[src/rtl/fi_pkg.sv]
// Shared types and constants for the fault-injection controller.
// Holds the corruption-mode and FSM state enums plus the LFSR tap table.
package fi_pkg;

  typedef enum logic [1:0] {
    FI_FLIP   = 2'd0,
    FI_STUCK0 = 2'd1,
    FI_STUCK1 = 2'd2,
    FI_RSVD   = 2'd3
  } fi_mode_e;

  typedef enum logic [1:0] {
    StIdle   = 2'd0,
    StArmed  = 2'd1,
    StActive = 2'd2,
    StDone   = 2'd3
  } fi_state_e;

  // Right-shifting Galois feedback masks for maximal-length sequences.
  localparam logic [7:0]  FiTaps8  = 8'hB8;
  localparam logic [15:0] FiTaps16 = 16'hB400;
  localparam logic [31:0] FiTaps32 = 32'h8020_0003;

  // Widths outside the table fall back to a single MSB tap: still never
  // reaches zero from a nonzero seed, though the period is short.
  function automatic logic [63:0] fi_lfsr_taps(int unsigned width);
    case (width)
      8:       return {56'd0, FiTaps8};
      16:      return {48'd0, FiTaps16};
      32:      return {32'd0, FiTaps32};
      default: return 64'd1 << (width - 1);
    endcase
  endfunction

endpackage

[src/rtl/fi_mask_apply.sv]
// Combinational corruption stage: applies mask to a datapath word by mode.
// Shareable between several injection controllers.
module fi_mask_apply
  import fi_pkg::*;
#(
  parameter int unsigned DATA_W = 32
) (
  input  logic [DATA_W-1:0] data_in,
  input  logic [DATA_W-1:0] mask,
  input  fi_mode_e          mode,
  input  logic              enable,
  output logic [DATA_W-1:0] data_out
);

  always_comb begin
    data_out = data_in;
    if (enable) begin
      unique case (mode)
        FI_STUCK0:        data_out = data_in & ~mask;
        FI_STUCK1:        data_out = data_in | mask;
        FI_FLIP, FI_RSVD: data_out = data_in ^ mask;
      endcase
    end
  end

endmodule

[src/rtl/fi_inject_ctrl.sv]
// Cycle-exact fault-injection controller with free-running core cycle counter.
// Define FI_LFSR_MASK_EN to replace the constant mask by a per-cycle LFSR mask.
module fi_inject_ctrl
  import fi_pkg::*;
#(
  parameter int unsigned DATA_W = 32,
  parameter int unsigned CNT_W  = 32,
  parameter int unsigned DUR_W  = 8
) (
  input  logic              dla_core_clk,
  input  logic              dla_core_rst,
  input  logic              cfg_valid,
  output logic              cfg_ready,
  input  logic [CNT_W-1:0]  cfg_target,
  input  logic [DATA_W-1:0] cfg_mask,
  input  logic [1:0]        cfg_mode,
  input  logic [DUR_W-1:0]  cfg_dur,
  input  logic              abort,
  input  logic [DATA_W-1:0] data_in,
  output logic [DATA_W-1:0] data_out,
  output logic [CNT_W-1:0]  counter,
  output logic              fi_active,
  output logic              fi_done,
  output logic              fi_miss
);

  localparam logic [CNT_W-1:0]  CntOne  = CNT_W'(1);
  localparam logic [DUR_W-1:0]  DurOne  = DUR_W'(1);
  localparam logic [DATA_W-1:0] MaskOne = DATA_W'(1);

  fi_state_e          state_q;
  fi_mode_e           mode_q;
  logic [CNT_W-1:0]   counter_q;
  logic [CNT_W-1:0]   target_q;
  logic [DATA_W-1:0]  mask_q;
  logic [DUR_W-1:0]   dur_q;
  logic [DUR_W-1:0]   remain_q;
  logic               fi_active_q;
  logic               fi_done_q;
  logic               fi_miss_q;
  logic               handshake;
  logic [DATA_W-1:0]  mask_seed;
  logic [DATA_W-1:0]  mask_active_next;

`ifdef FI_LFSR_MASK_EN
  localparam logic [63:0]       TapsAll = fi_lfsr_taps(DATA_W);
  localparam logic [DATA_W-1:0] Taps    = TapsAll[DATA_W-1:0];

  function automatic logic [DATA_W-1:0] lfsr_step(logic [DATA_W-1:0] s);
    return s[0] ? ((s >> 1) ^ Taps) : (s >> 1);
  endfunction

  // An all-zero seed would lock the LFSR at zero.
  assign mask_seed        = (cfg_mask == '0) ? MaskOne : cfg_mask;
  assign mask_active_next = lfsr_step(mask_q);
`else
  assign mask_seed        = cfg_mask;
  assign mask_active_next = mask_q;
`endif

  assign cfg_ready = (state_q == StIdle) || (state_q == StDone);
  // Abort has priority over a simultaneous configuration request.
  assign handshake = cfg_valid && cfg_ready && !abort;

  always_ff @(posedge dla_core_clk) begin
    if (dla_core_rst) begin
      state_q     <= StIdle;
      mode_q      <= FI_FLIP;
      counter_q   <= '0;
      target_q    <= '0;
      mask_q      <= '0;
      dur_q       <= '0;
      remain_q    <= '0;
      fi_active_q <= 1'b0;
      fi_done_q   <= 1'b0;
      fi_miss_q   <= 1'b0;
    end else begin
      counter_q <= counter_q + CntOne;
      unique case (state_q)
        StIdle, StDone: begin
          if (handshake) begin
            target_q  <= cfg_target;
            mask_q    <= mask_seed;
            mode_q    <= fi_mode_e'(cfg_mode);
            dur_q     <= cfg_dur;
            fi_done_q <= 1'b0;
            if (cfg_target > counter_q) begin
              state_q   <= StArmed;
              fi_miss_q <= 1'b0;
            end else begin
              state_q   <= StDone;
              fi_miss_q <= 1'b1;
            end
          end
        end
        StArmed: begin
          if (abort) begin
            state_q <= StIdle;
          end else if (counter_q == target_q) begin
            state_q     <= StActive;
            fi_active_q <= 1'b1;
            remain_q    <= (dur_q == '0) ? DurOne : dur_q;
          end
        end
        StActive: begin
          if (abort) begin
            state_q     <= StIdle;
            fi_active_q <= 1'b0;
          end else begin
            mask_q <= mask_active_next;
            if (remain_q == DurOne) begin
              state_q     <= StDone;
              fi_active_q <= 1'b0;
              fi_done_q   <= 1'b1;
            end else begin
              remain_q <= remain_q - DurOne;
            end
          end
        end
      endcase
    end
  end

  fi_mask_apply #(
    .DATA_W (DATA_W)
  ) u_mask_apply (
    .data_in  (data_in),
    .mask     (mask_q),
    .mode     (mode_q),
    .enable   (fi_active_q),
    .data_out (data_out)
  );

  assign counter   = counter_q;
  assign fi_active = fi_active_q;
  assign fi_done   = fi_done_q;
  assign fi_miss   = fi_miss_q;

endmodule
[config.mk]
export PLATFORM = sky130hd
export DESIGN_NAME = fi_inject_ctrl
export DESIGN_NICKNAME = d
export VERILOG_FILES = /design/src/rtl/fi_pkg.sv /design/src/rtl/fi_mask_apply.sv /design/src/rtl/fi_inject_ctrl.sv
export SDC_FILE = /design/constraint.sdc
export NUM_CORES = 1
export LEC_CHECK = 0
export ABC_CLOCK_PERIOD_IN_PS = 3090
export CORE_MARGIN = 1.5
export CORE_UTILIZATION = 52
export DETAILED_ROUTE_END_ITERATION = 10
export GPL_TIMING_DRIVEN = 0
export HOLD_SLACK_MARGIN = 0.15
export PLACE_DENSITY = 0.79
export SKIP_CTS_REPAIR_TIMING = 1
export SYNTH_ARGS = -nofsm -noshare
export SYNTH_HDL_FRONTEND = slang
export SYNTH_SLANG_ARGS = --single-unit
[constraint.sdc]
create_clock -name dla_core_clk -period 3.09 [get_ports dla_core_clk]
set_input_delay 0.618 -clock dla_core_clk [delete_from_list [all_inputs] [get_ports dla_core_clk]]
set_output_delay 0.618 -clock dla_core_clk [all_outputs]
set_load 0.02 [all_outputs]
After elaboration in Yosys (flattened, before gate mapping)
Cells that the tools add are included.

cells by class
  add/subtract/negate cells = 2
  magnitude comparators = 1
  equality and inequality tests = 16
  mux-type cells = 25
  bitwise operators = 4
  reduce and logical (&&, ||, !) cells = 16

operators by type and width
  kind                     count
  $pmux W32 S3             1
  $mux W8                  5
  $add A32 B1 Y32 const B  1
  $and A32 B32 Y32         1
  $eq A32 B32 Y1           1
  $gt A32 B32 Y1           1
  $mux W32                 1
  $not A32 Y32             1
  $or A32 B32 Y32          1
  $xor A32 B32 Y32         1
  $pmux W8 S2              1
  $mux W2                  6
  $ne A2 B2 Y1 const B     6
  $eq A2 B2 Y1 const B     4
  $eq A8 B1 Y1 const B     1
  $logic_not A8 Y1         1
  $mux W1                  8
  $reduce_and A4 Y1        2
  $sub A8 B1 Y8 const B    1
  $ne A3 B3 Y1 const B     2
  $pmux W2 S3              1
  $reduce_and A5 Y1        1
  $eq A2 B1 Y1 const B     2
  $logic_not A2 Y1         2
  8 further kinds          12

word-level totals
  bits in registers = 119
  bits of input ports = 110
  output and inout port bits = 68
  word-level logic and storage cells = 74

Longest topological paths before layout
Gate-level depths: netlist of the first run.

  depth after elaboration = 6
  depth in mapped cells = 9
  gate-level depth less buffers = 8

Modules after synthesis
A second synthesis of the first run with hierarchy kept.

unflattened totals
  cell total of the unflattened synthesis = 1,015
  area total of the unflattened synthesis = 7,895.1 um^2

modules (own cells, without submodules)
  module          times used  cells an instance  area an instance (um^2)  seq. area each (um^2)
  fi_inject_ctrl  1           736                5,958.2                  2,382.3
  fi_mask_apply   1           279                1,936.9                  0.0

Least setup slack after synthesis of the first run
No wires, ideal clock.

  kind = flip-flop to flip-flop
  start = reg counter_q[23] (netlist: counter[23])
  end = reg state_q[1]
  library setup time = 0.091 ns
  data arrival time = 2.236 ns
  required time = 2.999 ns
  path slack = 0.763 ns
  stages on the path, launching flop included = 10
  buffers on the path = 1
  clock period less this slack = 2.327 ns
  cells stage by stage = dfxtp_1 clkbuf_1 inv_1 ha_1 and4_1 nor4bb_1 nand2_1 a22oi_1 nand3_1 a311oi_1

between the ends
  word-level cells in the longest chain between the ends = 4
  elaborated cells on any way between the ends = 7
  classes of those cells = 1 x order compare; 2 x eq/ne; 3 x mux; 1 x reduce/logical

ends and longest elaborated chain
  element                 RTL line              RTL
  start, declared         fi_inject_ctrl.sv:33  logic [CNT_W-1:0] counter_q;
  start signal, assigned  fi_inject_ctrl.sv:78  counter_q <= counter_q + CntOne;
  $gt A32 B32 Y1          fi_inject_ctrl.sv:87  if (cfg_target > counter_q) begin
  $mux W2                 fi_inject_ctrl.sv:87
  $mux W2                 fi_inject_ctrl.sv:81  if (handshake) begin
  $pmux W2 S3             fi_inject_ctrl.sv:79  unique case (state_q)
  end signal, assigned    fi_inject_ctrl.sv:88  state_q <= StArmed;
  end signal, assigned    fi_inject_ctrl.sv:91  state_q <= StDone;
  end signal, assigned    fi_inject_ctrl.sv:98  state_q <= StIdle;
  end, declared           fi_inject_ctrl.sv:31  fi_state_e state_q;

Parallel ways exist; a longest one is shown, timed or not. The select of a mux whose other input is x is not followed.
A chain may end at the register's enable or synchronous reset.

Worst setup path after layout of the first run
  start = in data_in[28]
  end = out data_out[28]

between the ends
  word-level cells in the longest chain between the ends = 3
  elaborated cells on any way between the ends = 5
  classes of those cells = 2 x mux; 3 x bitwise

ends and longest elaborated chain
  element                                   RTL line              RTL
  start, declared                           fi_inject_ctrl.sv:19  input logic [DATA_W-1:0] data_in,
  $xor A32 B32 Y32 (tied with other cells)  fi_mask_apply.sv:21   FI_FLIP, FI_RSVD: data_out = data_in ^ mask;
  $pmux W32 S3                              fi_mask_apply.sv:18   unique case (mode)
  $mux W32 (*)                              fi_mask_apply.sv:17   if (enable) begin
  end, declared                             fi_inject_ctrl.sv:20  output logic [DATA_W-1:0] data_out,

Mark *: on every way between the ends. The rest lies on a longest branch, timed or not.

==> key figures, run 1 <==
Run status
  – Status: finished clean

GRT
  – Vias in the first global route: slightly below 8000
  – Initial antenna violation count: 0
  – Total track usage: 28.35%
  – Total gr overflow: 0
  – Largest net degree at the start of global routing: 17
  – First-pass GRT wire length: about 37000 um

Placement
  – Placed inst area: 9941 um2
  – Port Buffer Count: approximately 180
  – GP Congestion: roughly 0.94
  – Placement Setup Slack: -0.09981 ns
  – Placed cell count: about 1400
  – Post-DP HPWL: approximately 17000 um

Detailed routing
  – # DRC: 0
  – Routed vias/inst: ~5.5
  – DRT iter0 DRCs: approximately 500
  – Via Count: about 8100
  – Avg WL per Cell: 15.35 um
  – First-pass iteration count of the detailed router: 5
  – Antenna-violating nets left: 0
  – Post-Route WL: ~23000 um

Floorplanning
  – Core footprint: 14700 um2
  – Die ar.: 16020 um2
  – Top Ports: roughly 180
  – Chip width: 126.6 um
  – Die Ht: 126.6 um
  – Initial Utilization: a little over half
  – FP Rows: 44

Setup path
  – RR Startpoint: counter[23]$_SDFF_PP0_
  – R2R cell count: 9
  – Crit start category: primary input
  – Reg2reg end: state_q[1]$_SDFFE_PP0P_
  – Nature of the critical path endpoint: primary output
  – CP Class: primary input to primary output
  – R2R setup slack: just over 0.3 ns
  – Critical path data required time: between 2 and 2.5 ns
  – Worst Setup SP: data_in[28]
  – CP max FO: 2
  – Crit path DAT: around 2.3 ns
  – Crit path to: data_out[28]

Clock network
  – Clock tree buffer depth: 2
  – Clk slew on worst S/H paths: roughly 0.050 ns
  – Number of clock sinks: 119
  – Clk_lat worst skew: roughly 0.42 ns
  – CTS H-tree depth: 4
  – CTS Buf Count: 17
  – Root Driver: clkbuf_16
  – CTS tree: yes

STA
  – Unrepaired setup endpoints after global routing: false
  – Pins Over Slew Limit: 0
  – Final setup TNS: 0 ns
  – Final setup fails: 0
  – Hold_ws: between 0.4 and 0.5 ns
  – Max Freq: ~350 MHz
  – Final min period: 2.871 ns
  – Final Cycle Share: 92.90%
  – Worst slew margin: approximately a third
  – Worst-case clock skew: between 0.01 and 0.015 ns
  – Tightest Pin Transition: approximately 0.99 ns
  – Final hold vios: 0
  – Final worst slack: 0.2193 ns

Layout
  – Number of antenna diodes: 0
  – Final #Nets: between 1000 and 1500
  – Post-Layout Cell Count: between 1000 and 1500
  – Post-route cell area: roughly 11000 um2
  – Synth-to-Final Area Change: 34.67%
  – Share of layout cells above drive strength 1: under 10%
  – Post-Route Utilization: slightly above 70%

Logic synthesis
  – Syn Area/Cell: ~7.3 um2
  – Ys async rst share: 0%
  – Distinct cells, synth: 50
  – Yosys warnings: 0
  – Synthesized Nets: 1298
  – Synth Cell Area: 7939 um2
  – Mapped Cells: approximately 1100
  – Number of synthesized flops with an enable pin: 0
  – Yosys reg bits: around 120
  – Top_reg_cell synth: dfxtp_1
  – Sequential share of the synthesized area: a little under a third

Pwr
  – Leakage Power: roughly 4.6 nW
  – Power Density: between 500 and 600 nW/um2
  – Power Total: 5.528 mW
  – Maximum vdd drop: approximately 0.36 mV

Min path
  – Hold crit path type: flop to flop

Flow run
  – Max cap viols: 0
## synth_stat cells (3+ instances only)
master	n	area, um2
o211ai_1	3	22.52
a21boi_0	3	22.52
ha_1	103	1289
clkbuf_1	45	168.9
and3_1	3	18.77
and4_1	5	43.79
o32ai_1	3	26.28
nand4_1	18	112.6
o21ai_0	77	385.4
xnor2_1	24	210.2
nor2b_1	5	31.28
buf_1	7	26.28
a21oi_1	103	515.5
dfxtp_1	119	2382
buf_2	3	15.01
nand2_1	235	882.1
nor3_1	8	40.04
nand3_1	13	65.06
nand2b_1	4	25.02
mux2i_1	4	40.04
inv_1	141	529.3
or3_1	9	56.30
xor2_1	32	280.3
a22oi_1	33	247.7
nor4_1	16	100.1
nor2_1	40	150.1
## placed cells by master (no fill, tap or decap), drive strengths merged, types with 4 or more instances in the layout
cell type,instances
clkbuf,68
a22oi,33
buf,12
xor2,32
nand2,235
xnor2,24
o21ai,77
dfxtp,119
nor2b,5
inv,141
nor2,40
bufinv,4
nand4,18
and4,5
nor4,16
dlymetal6s2s,32
clkdlybuf4s50,145
mux2i,4
nand2b,4
ha,103
nor3,8
nand3,13
or3,9
a21oi,103
## critical path, stage by stage
cell and delay [ns]:
clkdlybuf4s50_1 0.51, inv_1 0.08, ha_1 0.29, a22oi_1 0.17, o21ai_0 0.11, nand2_1 0.10, o21ai_0 0.12, dlymetal6s2s_1 0.25
## logic make-up (layout without fill, tap and decap cells)
logic type	count (synthesis)	count (layout)	share of synthesized area (%)
xor+xnor	56	56	6.178
compound gates	244	244	17.84
buf+inv	197	405	9.456
fa+ha+maj	103	103	16.23
mux	4	4	0.5044
simple gates	362	362	19.78
flops	119	119	30.01
## flip-flops by register name (all words and copies together) (netlist names)
signal,cells
counter,32
mask_active_next,32
target_q,32
dur_q,8
remain_q,8
mode_q,2
state_q,2
fi_active,1
fi_done,1
fi_miss,1
## layer usage
metal	wire (um)	global-route usage (%)	vias up
met3	1492	5.736	48
met4	573	11.56	0
met5	0	0	-
met2	10830	49.31	296
li1	-	-	4001
met1	9773	34.24	3726
## where the power goes
part,internal [mW],switching (mW),total [mW]
combinational,0.662,0.908,1.57
clock,1.48,0.696,2.17
sequential,1.68,0.102,1.79
total,3.82,1.71,5.53
## final cells by class
cell class              instances  area [um2]
clock inverters                 7       137.6
clock buffers                  25       515.5
fillers                      1175        4008
repair buffers                177        1852
multi-input cells             769        4806
plain buffers                  55       239.0
flip-flops and latches        119        2382
well taps                     184       230.2
inverters                     141       529.3
## worst min-delay path by stage
stage | from | to | slack [ns] | cells past startpoint
after floorplan | mask_active_next[0]$_SDFFE_PP0P_ | mask_active_next[0]$_SDFFE_PP0P_ | 0.44 | 2
after global placement | mask_active_next[3]$_SDFFE_PP0P_ | mask_active_next[3]$_SDFFE_PP0P_ | 0.44 | 2
after detailed placement | mask_active_next[19]$_SDFFE_PP0P_ | mask_active_next[19]$_SDFFE_PP0P_ | 0.45 | 2
after CTS | mask_active_next[19]$_SDFFE_PP0P_ | mask_active_next[19]$_SDFFE_PP0P_ | 0.45 | 2
after global routing | mask_active_next[31]$_SDFFE_PP0P_ | mask_active_next[31]$_SDFFE_PP0P_ | 0.47 | 2
final | mask_active_next[30]$_SDFFE_PP0P_ | mask_active_next[30]$_SDFFE_PP0P_ | 0.45 | 2
(Power assumes the default switching activity.)
==> run 2: changes to the inputs <==
--- a/config.mk
+++ b/config.mk
@@ -7,11 +7,11 @@
 export LEC_CHECK = 0
 export ABC_CLOCK_PERIOD_IN_PS = 3090
 export CORE_MARGIN = 1.5
-export CORE_UTILIZATION = 52
+export CORE_UTILIZATION = 35
 export DETAILED_ROUTE_END_ITERATION = 10
 export GPL_TIMING_DRIVEN = 0
 export HOLD_SLACK_MARGIN = 0.15
-export PLACE_DENSITY = 0.79
+export PLACE_DENSITY = 0.56
 export SKIP_CTS_REPAIR_TIMING = 1
 export SYNTH_ARGS = -nofsm -noshare
 export SYNTH_HDL_FRONTEND = slang
==> key figures, run 2 (same netlist as run 1, synthesis figures left out) <==
Layout
  – Multi-input gate area: 4808 um2 (about the same)
  – Post-Route Utilization: 48.97% (-24 points)
  – Register area: 2382 um2 (unchanged)
  – Commonest non-fill, non-tap cell in the layout: nand2_1
  – Final #Nets: 1493 (unchanged)
  – Fillcell total: 2236 (+90%)
  – Most frequent cells in the layout: nand2_1 (235), clkdlybuf4s50_1 (145), inv_1 (141), dfxtp_1 (119), a21oi_1 (103)
  – Number of antenna diodes: 0 (unchanged)
  – Share of layout cells above drive strength 1: 4.099% (+0.23 points)
  – Post-Layout Cell Count: 1573 (+6.5%)
  – Synth-to-Final Area Change: 35.85%

GRT
  – Initial antenna violation count: 0 (unchanged)
  – Total gr overflow: 0 (unchanged)
  – Total track usage: 20.42% (-7.9 points)
  – Vias in the first global route: 7358 (-4.4%)
  – First-pass GRT wire length: 38210 um (+4.2%)
  – Largest net degree at the start of global routing: 17 (unchanged)

Detailed routing
  – Routed vias/inst: 4.886 (-11%)
  – # DRC: 0 (unchanged)
  – DRT iter0 DRCs: 415 (-16%)
  – Antenna-violating nets left: 0 (unchanged)
  – First-pass iteration count of the detailed router: 5 (unchanged)
  – Avg WL per Cell: 15.31 um (-0.22%)
  – Via Count: 7685 (-4.8%)
  – Post-Route WL: 24090 um (+6.3%)

Pwr
  – Comb pwr share: 28.8% (+0.4 points)
  – Power Density: 504.6 nW/um2 (-2.4%)
  – Power Internal: 3.719 mW (-2.7%)
  – Clock power frac: 38.4% (-0.9 points)
  – Leakage Power: 4.591 nW (-0.22%)
  – Sw Ratio: 31.67% (+0.81 points)
  – Maximum vdd drop: 0.3955 mV (+9.4%)
  – Switching power total: 1.724 mW (+1.0%)
  – Power Total: 5.442 mW (-1.5%)
  – Reg power frac: 32.8% (+0.5 points)

Floorplanning
  – Die Ht: 153.6 um (+21%)
  – Core footprint: 22030 um2 (+50%)
  – Die ar.: 23590 um2 (+47%)
  – FP Rows: 54 (+23%)
  – Initial Utilization: 36.04% (-18 points)
  – Top Ports: 178 (unchanged)
  – Chip width: 153.6 um (+21%)

Clock network
  – Clk_lat worst skew: 0.42 ns (about the same)
  – CTS Buf Count: 17 (unchanged)
  – CTS H-tree depth: 4 (unchanged)
  – CTS tree: yes
  – Clock tree buffer depth: 2 (unchanged)
  – Root Driver: clkbuf_16
  – Number of clock sinks: 119 (unchanged)
  – Clk slew on worst S/H paths: 0.06 ns (about the same)

Min path
  – Hold crit path type: flop to flop
  – Hold_sp: mask_active_next[16]$_SDFFE_PP0P_

STA
  – Final worst slack: 0.2653 ns (+0.04599 ns)
  – Tightest Pin Transition: 1.137 ns (+0.1471 ns)
  – Unrepaired setup endpoints after global routing: false
  – Final setup TNS: 0 ns (unchanged)
  – Final setup fails: 0 (unchanged)
  – Final min period: 2.825 ns (-0.04599 ns)
  – Pins Over Slew Limit: 0 (unchanged)
  – Max Freq: 354.0 MHz (+1.6%)
  – Worst-case clock skew: 0.009618 ns (-0.001350 ns)
  – Worst slew margin: 23.48% (-9.9 points)
  – Final hold vios: 0 (unchanged)
  – Final Cycle Share: 91.41% (-1.5 points)

Placement
  – Port Buffer Count: 177 (unchanged)
  – Placement Setup Slack: -0.1452 ns (-0.04537 ns)
  – Placed cell count: 1542 (+6.6%)
  – Post-DP HPWL: 18430 um (+8.7%)
  – GP Congestion: 0.8406 (-10%)

Setup path
  – Buffers plus inverters on the worst setup path: 3 (unchanged)
  – Crit path max-delay family: buffers and inverters
  – RR Startpoint: counter[0]$_SDFF_PP0_
  – CP Class: primary input to primary output
  – Nature of the critical path endpoint: primary output
  – Crit start category: primary input
  – Worst Setup SP: data_in[29]
  – CP peak stage delay: 0.53 ns (+0.02 ns)
  – CP cell instances: clkdlybuf4s50_1 -> inv_1 -> ha_1 -> a22oi_1 -> o21ai_0 -> nand2_1 -> o21ai_0 -> dlymetal6s2s_1
  – Slowest-stage cell, CP: clkdlybuf4s50_1
  – Critical path data required time: 2.47 ns (about the same)
  – Crit path DAT: 2.21 ns (-0.04 ns)
  – Worst path most repeated cell: o21ai_0
  – CP max FO: 2 (unchanged)

Run status
  – Status: finished clean

Flow run
  – Max cap viols: 0 (unchanged)
[run 2: power groups by stage]
stage | Sequential (mW) | Clock, mW | Combinational (mW)
final | 1.78 | 2.09 | 1.57
after CTS | 1.78 | 2.13 | 1.58
after global placement | 1.81 | 0 | 1.55
after floorplan | 1.80 | 0 | 1.01
after detailed placement | 1.82 | 0 | 1.57
after global routing | 1.80 | 2.20 | 1.77
[run 2: worst paths after layout]
| check | end | slack, ns | cells past startpoint |
|---|---|---|---|
| worst min register to register | mask_active_next[16]$_SDFFE_PP0P_ | 0.45 | 2 |
| worst min-delay path | mask_active_next[16]$_SDFFE_PP0P_ | 0.45 | 2 |
| worst max-delay path | data_out[29] | 0.27 | 8 |
| worst max register to register | counter[28]$_SDFF_PP0_ | 0.32 | 7 |
[run 2: layout make-up]
class                   count  area share (%)
repair buffers            177           17.17
clock inverters             7           1.067
plain buffers              55           2.251
flip-flops and latches    119           22.09
inverters                 141           4.907
clock buffers              25           4.687
multi-input cells         769           44.58
well taps                 280           3.248
[run 2: per-stage QoR]
stage	area, um2	hold slack, ns
2_1_floorplan	7939	0.4363
3_3_place_gp	10060	0.4428
3_5_place_dp	10060	0.4469
4_1_cts	10680	0.4545
5_1_grt	10790	0.4719
6_report	10790	0.4512
[run 2: per-layer routing]
layer	up-vias	share of wire [%]	global-route usage, %
met5	-	0	0
met4	0	1.4	6.056
met2	222	46	33.89
li1	3990	-	-
met1	3452	48	27.04
met3	21	4.7	3.579
[run 2: tightest hold or removal path, stage by stage, from the launching register on]
cell and delay [ns]:
dfxtp_1 0.30, nand2_1 0.05, a21oi_1 0.05
==> patch 1 (settings of run 2) <==
Put one more register stage on the output `counter`. The value now appears one clock later. The other outputs are not delayed to match. Comments in the files are not updated.
--- a/src/rtl/fi_inject_ctrl.sv
+++ b/src/rtl/fi_inject_ctrl.sv
@@ -131,7 +131,9 @@
     .data_out (data_out)
   );
 
-  assign counter   = counter_q;
+  always_ff @(posedge dla_core_clk) begin
+    counter <= counter_q;
+  end
   assign fi_active = fi_active_q;
   assign fi_done   = fi_done_q;
   assign fi_miss   = fi_miss_q;
Function: changed (a bounded check fails within 4 cycles, from zero or initial values and one cycle with dla_core_rst high).
==> patch 1 against run 2 <==
Clock power is 2% higher. Sequential cell count grew 32. Highest routed layer unchanged. Routed wire length rose by 5.1%. Total power up 8.5%. Synthesized area increased by 7.8%. Via count increased by 2.1%. Cell area is 6.0% higher. Setup slack lost 20 ps.
==> patch 1: results (changes against run 2) <==
stage;metric;value;unit;change
worst_setup_path;worstPathMaxFanout;2;;unchanged
worst_setup_path;r2r_end;state_q[1]$_SDFFE_PP0P_;;
route;met2_length;11500;um;+4.5%
logic_synthesis;ys_top_cells_by_count;nand2_1, dfxtp_1, inv_1, ha_1, a21oi_1;;
worst_setup_path;rrSetupSlack;440;ps;+120 ps
logic_synthesis;synth_area_leaders;dfxtp_1, ha_1, nand2_1;;
final_layout;fillerInstances;2370;;+6.0%
logic_synthesis;async_flop_share;0;%;unchanged
placement;postPlaceCellArea;10700;um2;+6.5%
clock_tree;clock_path_buffers;2;;unchanged
worst_setup_path;cpLargestDelayFamily;buffers and inverters;;
pwr;peakVddDrop;421;uV;+6.5%
route;routed_wl;25300;um;+5.1%
placement;io_buffer_count;175;;-1.1%
worst_setup_path;ff2ff_path_depth;9;;+2
outcome;status;finished, final reports clean;;
sta;holdWs;396;ps;-54.7 ps
route;dr_wl_met3;1130;um;-0.18%
logic_synthesis;yosysWarningCount;0;;unchanged
sta;tightestPinTransition;717;ps;-421 ps
placement;gp_congestion;0.842;;+0.12%
worst_setup_path;r2r_start;counter_q[15]$_SDFF_PP0_;;
logic_synthesis;ys_seq_area_share;35.3;%;+5.3 points
grt;antenna_found_initial;1;;+1
final_layout;layout-drive-gt1-share;4.02;%;-0.075 points
worst_setup_path;crit_slowest_cell;clkdlybuf4s50_1;;
hold_path;hold_depth;0;;-2
grt;track_usage;19.9;%;-0.49 points
placement;dp_hpwl;19400;um;+5.4%
grt;met1_usage;26.9;%;-0.12 points
route;first_pass_iters;5;;unchanged
hold_path;min-delay-start;counter_q[25]$_SDFF_PP0_;;
grt;grt_pass1_wl;40000;um;+4.8%
route;drt-met1-wl;12400;um;+6.6%
sta;fin_skew;12.0;ps;+2.36 ps
grt;use_met2;32.7;%;-1.2 points
final_layout;finalNetCount;1517;;+1.6%
worst_setup_path;cp.arrival;2230;ps;+20 ps
grt;grt_util_met3;3.96;%;+0.38 points
route;drtIter0Drc;470;;+13%
route;num_vias;7848;;+2.1%
logic_synthesis;synth.distinct_cells;46;;-8.0%
grt;grt_pass1_vias;7471;;+1.5%
route;top_layer;met4;;
logic_synthesis;syn_nets;1324;;+2.0%
hold_path;whs_endpoint;counter[25]$_DFF_P_;;
pwr;leakage;4.83;nW;+5.1%
==> patch 1: cell type report <==
class                      instances  area, um2  area share, %
multi-input combinational        766       4800           42.0
sequential                       151       3020           26.4
clock inverter                    12        151           1.32
tap                              324        405           3.55
inverter                         140        526           4.60
antenna                            1       2.50         0.0219
buffer                            53        230           2.01
timing repair buffer             175       1830           16.0
clock buffer                      20        457           4.00
==> patch 1: worst max path at each step <==
| stage | from | end | cells past startpoint |
|---|---|---|---|
| floorplan | mode_q[0]$_SDFFE_PP0P_ | data_out[15] | 7 |
| detailed placement | data_in[31] | data_out[31] | 8 |
| global route | data_in[31] | data_out[31] | 8 |
| global placement | cfg_target[14] | state_q[1]$_SDFFE_PP0P_ | 9 |
| finish | data_in[31] | data_out[31] | 8 |
| CTS | mode_q[0]$_SDFFE_PP0P_ | data_out[31] | 8 |
==> patch 1: metrics by stage <==
| stage | setup TNS, ps | setup slack, ps | instances |
|---|---|---|---|
| 3_5_place_dp | -1210 | -153 | 1610 |
| 6_report | 0 | 246 | 1642 |
| 5_1_grt | 0 | 57.0 | 1641 |
| 2_1_floorplan | 0 | 932 | 1111 |
| 3_3_place_gp | -1070 | -172 | 1610 |
| 4_1_cts | -10290 | -426 | 1642 |
==> patch 1: cell families after synthesis <==
group / share of synthesized area (%)
AOI/OAI and AO/OA: 16.2
adders and majority gates: 15.1
xor gates and xnor gates: 5.93
buffers and inverters: 8.60
muxes: 0.234
DFF: 35.3
and+or+nand+nor: 18.7
==> patch 1: power by group <==
| part | leakage (nW) | internal (mW) | switching (mW) |
|---|---|---|---|
| registers | 1.23 | 2.10 | 0.104 |
| logic | 3.31 | 0.650 | 0.910 |
| clock network | 0.296 | 1.31 | 0.833 |
==> patch 2 (config.mk and constraints of run 2) <==
Made on the original files. `DATA_W` is set to 32 in 2 places; all go to 48.
--- a/src/rtl/fi_mask_apply.sv
+++ b/src/rtl/fi_mask_apply.sv
@@ -3,7 +3,7 @@
 module fi_mask_apply
   import fi_pkg::*;
 #(
-  parameter int unsigned DATA_W = 32
+  parameter int unsigned DATA_W = 48
 ) (
   input  logic [DATA_W-1:0] data_in,
   input  logic [DATA_W-1:0] mask,
--- a/src/rtl/fi_inject_ctrl.sv
+++ b/src/rtl/fi_inject_ctrl.sv
@@ -3,7 +3,7 @@
 module fi_inject_ctrl
   import fi_pkg::*;
 #(
-  parameter int unsigned DATA_W = 32,
+  parameter int unsigned DATA_W = 48,
   parameter int unsigned CNT_W  = 32,
   parameter int unsigned DUR_W  = 8
 ) (
Interface: changed (resized cfg_mask, data_in and data_out); port bits go from 178 to 226. No check against the original RTL was run, so the function may have changed too.
==> patch 2 against run 2 <==
Synthesized area increased by 21%. Routed wire length increased by 28%. Sequential share of layout area decreased by 1.3 points. Count of clock-buffer cells in the layout decreased by 4. Sequential power increased by 13%. First-iteration DRC count increased by 24%. Sequential cell count increased by 16. Total power increased by 14%. Setup slack got worse by 150 ps. Via count increased by 24%. Cell count increased by 22%. Fmax decreased by 4.9%. Cell area increased by 21%.
==> patch 2: results (changes against run 2) <==
stage;metric;value;unit;change
outcome;status;finished, final reports clean;;
pwr;leakage;5.37;nW;+17%
route;via_per_inst;4.96;;+1.5%
worst_setup_path;crit_path_start_kind;register;;
placement;io_buffer_count;225;;+27%
worst_setup_path;crit_path_start;mode_q[0]$_SDFFE_PP0P_;;
hold_path;whs_endpoint;mask_active_next[32]$_SDFFE_PP0P_;;
placement;dp.cells;1890;;+23%
hold_path;min-delay-start;mask_active_next[32]$_SDFFE_PP0P_;;
placement;pre_cts_ws;-443;ps;-298 ps
grt;grt_pass1_vias;9138;;+24%
worst_setup_path;cp.arrival;2350;ps;+140 ps
worst_setup_path;r2r_start;counter[15]$_SDFF_PP0_;;
sta;fin_skew;10.3;ps;+0.678 ps
worst_setup_path;critical_path.endpoint;data_out[7];;
final_layout;finalNonFillerCells;1921;;+22%
final_layout;finalNetCount;1844;;+24%
logic_synthesis;syn_inst;1324;;+22%
logic_synthesis;syn_nets;1601;;+23%
worst_setup_path;r2r_end;state_q[1]$_SDFFE_PP0P_;;
pwr;peakVddDrop;217;uV;-45%
final_layout;layout-drive-gt1-share;4.75;%;+0.65 points
grt;antenna_found_initial;0;;unchanged
route;drtIter0Drc;513;;+24%
placement;postPlaceCellArea;12300;um2;+22%
worst_setup_path;worstPathMaxFanout;10;;+8
grt;grt_pass1_wl;48700;um;+27%
grt;track_usage;21.7;%;+1.2 points
worst_setup_path;ff2ff_path_depth;8;;+1
clock_tree;clock_path_buffers;2;;unchanged
logic_synthesis;synth.distinct_cells;49;;-2.0%
pwr;switching_share;33.5;%;+1.9 points
clock_tree;htreeDepth;4;;unchanged
worst_setup_path;rrSetupSlack;420;ps;+100 ps
placement;gp_congestion;0.848;;+0.87%
sta;holdWs;453;ps;+1.93 ps
placement;dp_hpwl;23900;um;+30%
logic_synthesis;ys_top_cells_by_count;nand2_1, inv_1, dfxtp_1, ha_1, a21oi_1;;
final_layout;antenna_cells;0;;unchanged
hold_path;hp-class;reg -> reg;;
sta;fmax;337;MHz;-4.9%
logic_synthesis;ys_seq_area_share;28.2;%;-1.8 points
sta;maxSlewHeadroom;35.4;%;+12 points
logic_synthesis;synth_area_leaders;dfxtp_1, ha_1, nand2_1;;
route;routed_wl;30800;um;+28%
==> patch 2: cell count changes after synthesis, sizes merged, moves of 6 or more <==
cell    before  now
ha         103  135
a21oi      103  114
a311o        0    6
xor2        32    0
nand4       18   27
inv        141  190
xnor2       24   59
nand2      235  302
o21ai       77  103
dfxtp      119  135
a22oi       33   49
clkbuf      45   57
==> patch 2: metal layers <==
metal | share of wire, % | up-vias | track usage [%]
met1 | 47 | 4413 | 28.3
li1 | - | 4853 | -
met5 | 0 | - | 0
met4 | 0.85 | 0 | 4.08
met2 | 47 | 241 | 37.6
met3 | 4.7 | 19 | 3.81
==> patch 2: power groups by stage <==
stage          registers, mW  clock network, mW  logic, mW
2_1_floorplan           2.04                  0       1.27
3_3_place_gp            2.05                  0       1.96
3_5_place_dp            2.06                  0       1.99
4_1_cts                 2.02               2.25       2.00
5_1_grt                 2.05               2.33       2.24
6_report                2.02               2.21       2.00
==> patch 2: worst max-delay path, cell delays in order, from the launching register on <==
cell	delay, ps
dfxtp_2	370
inv_1	60
ha_1	320
clkbuf_4	230
clkbuf_4	250
a22oi_1	100
o21ai_0	150
nand2_1	70
o21ai_0	90
dlymetal6s2s_1	280
==> patch 2: final cells by class <==
type | count | area [um2]
Buffer | 72 | 340
Clock inverter | 11 | 170
Timing Repair Buffer | 225 | 2320
Fill cell | 2698 | 13900
Tap cell | 341 | 427
Inverter | 190 | 713
Multi-Input combinational cell | 926 | 5870
Clock buffer | 21 | 460
Sequential cell | 135 | 2710
==> patch 2: logic make-up after synthesis <==
| logic type | synth area share (%) |
|---|---|
| xor gates and xnor gates | 5.55 |
| AOI/OAI and AO/OA | 18.5 |
| and+or+nand+nor | 19.5 |
| buffers and inverters | 10.6 |
| DFF | 28.2 |
| adders and majority gates | 17.6 |
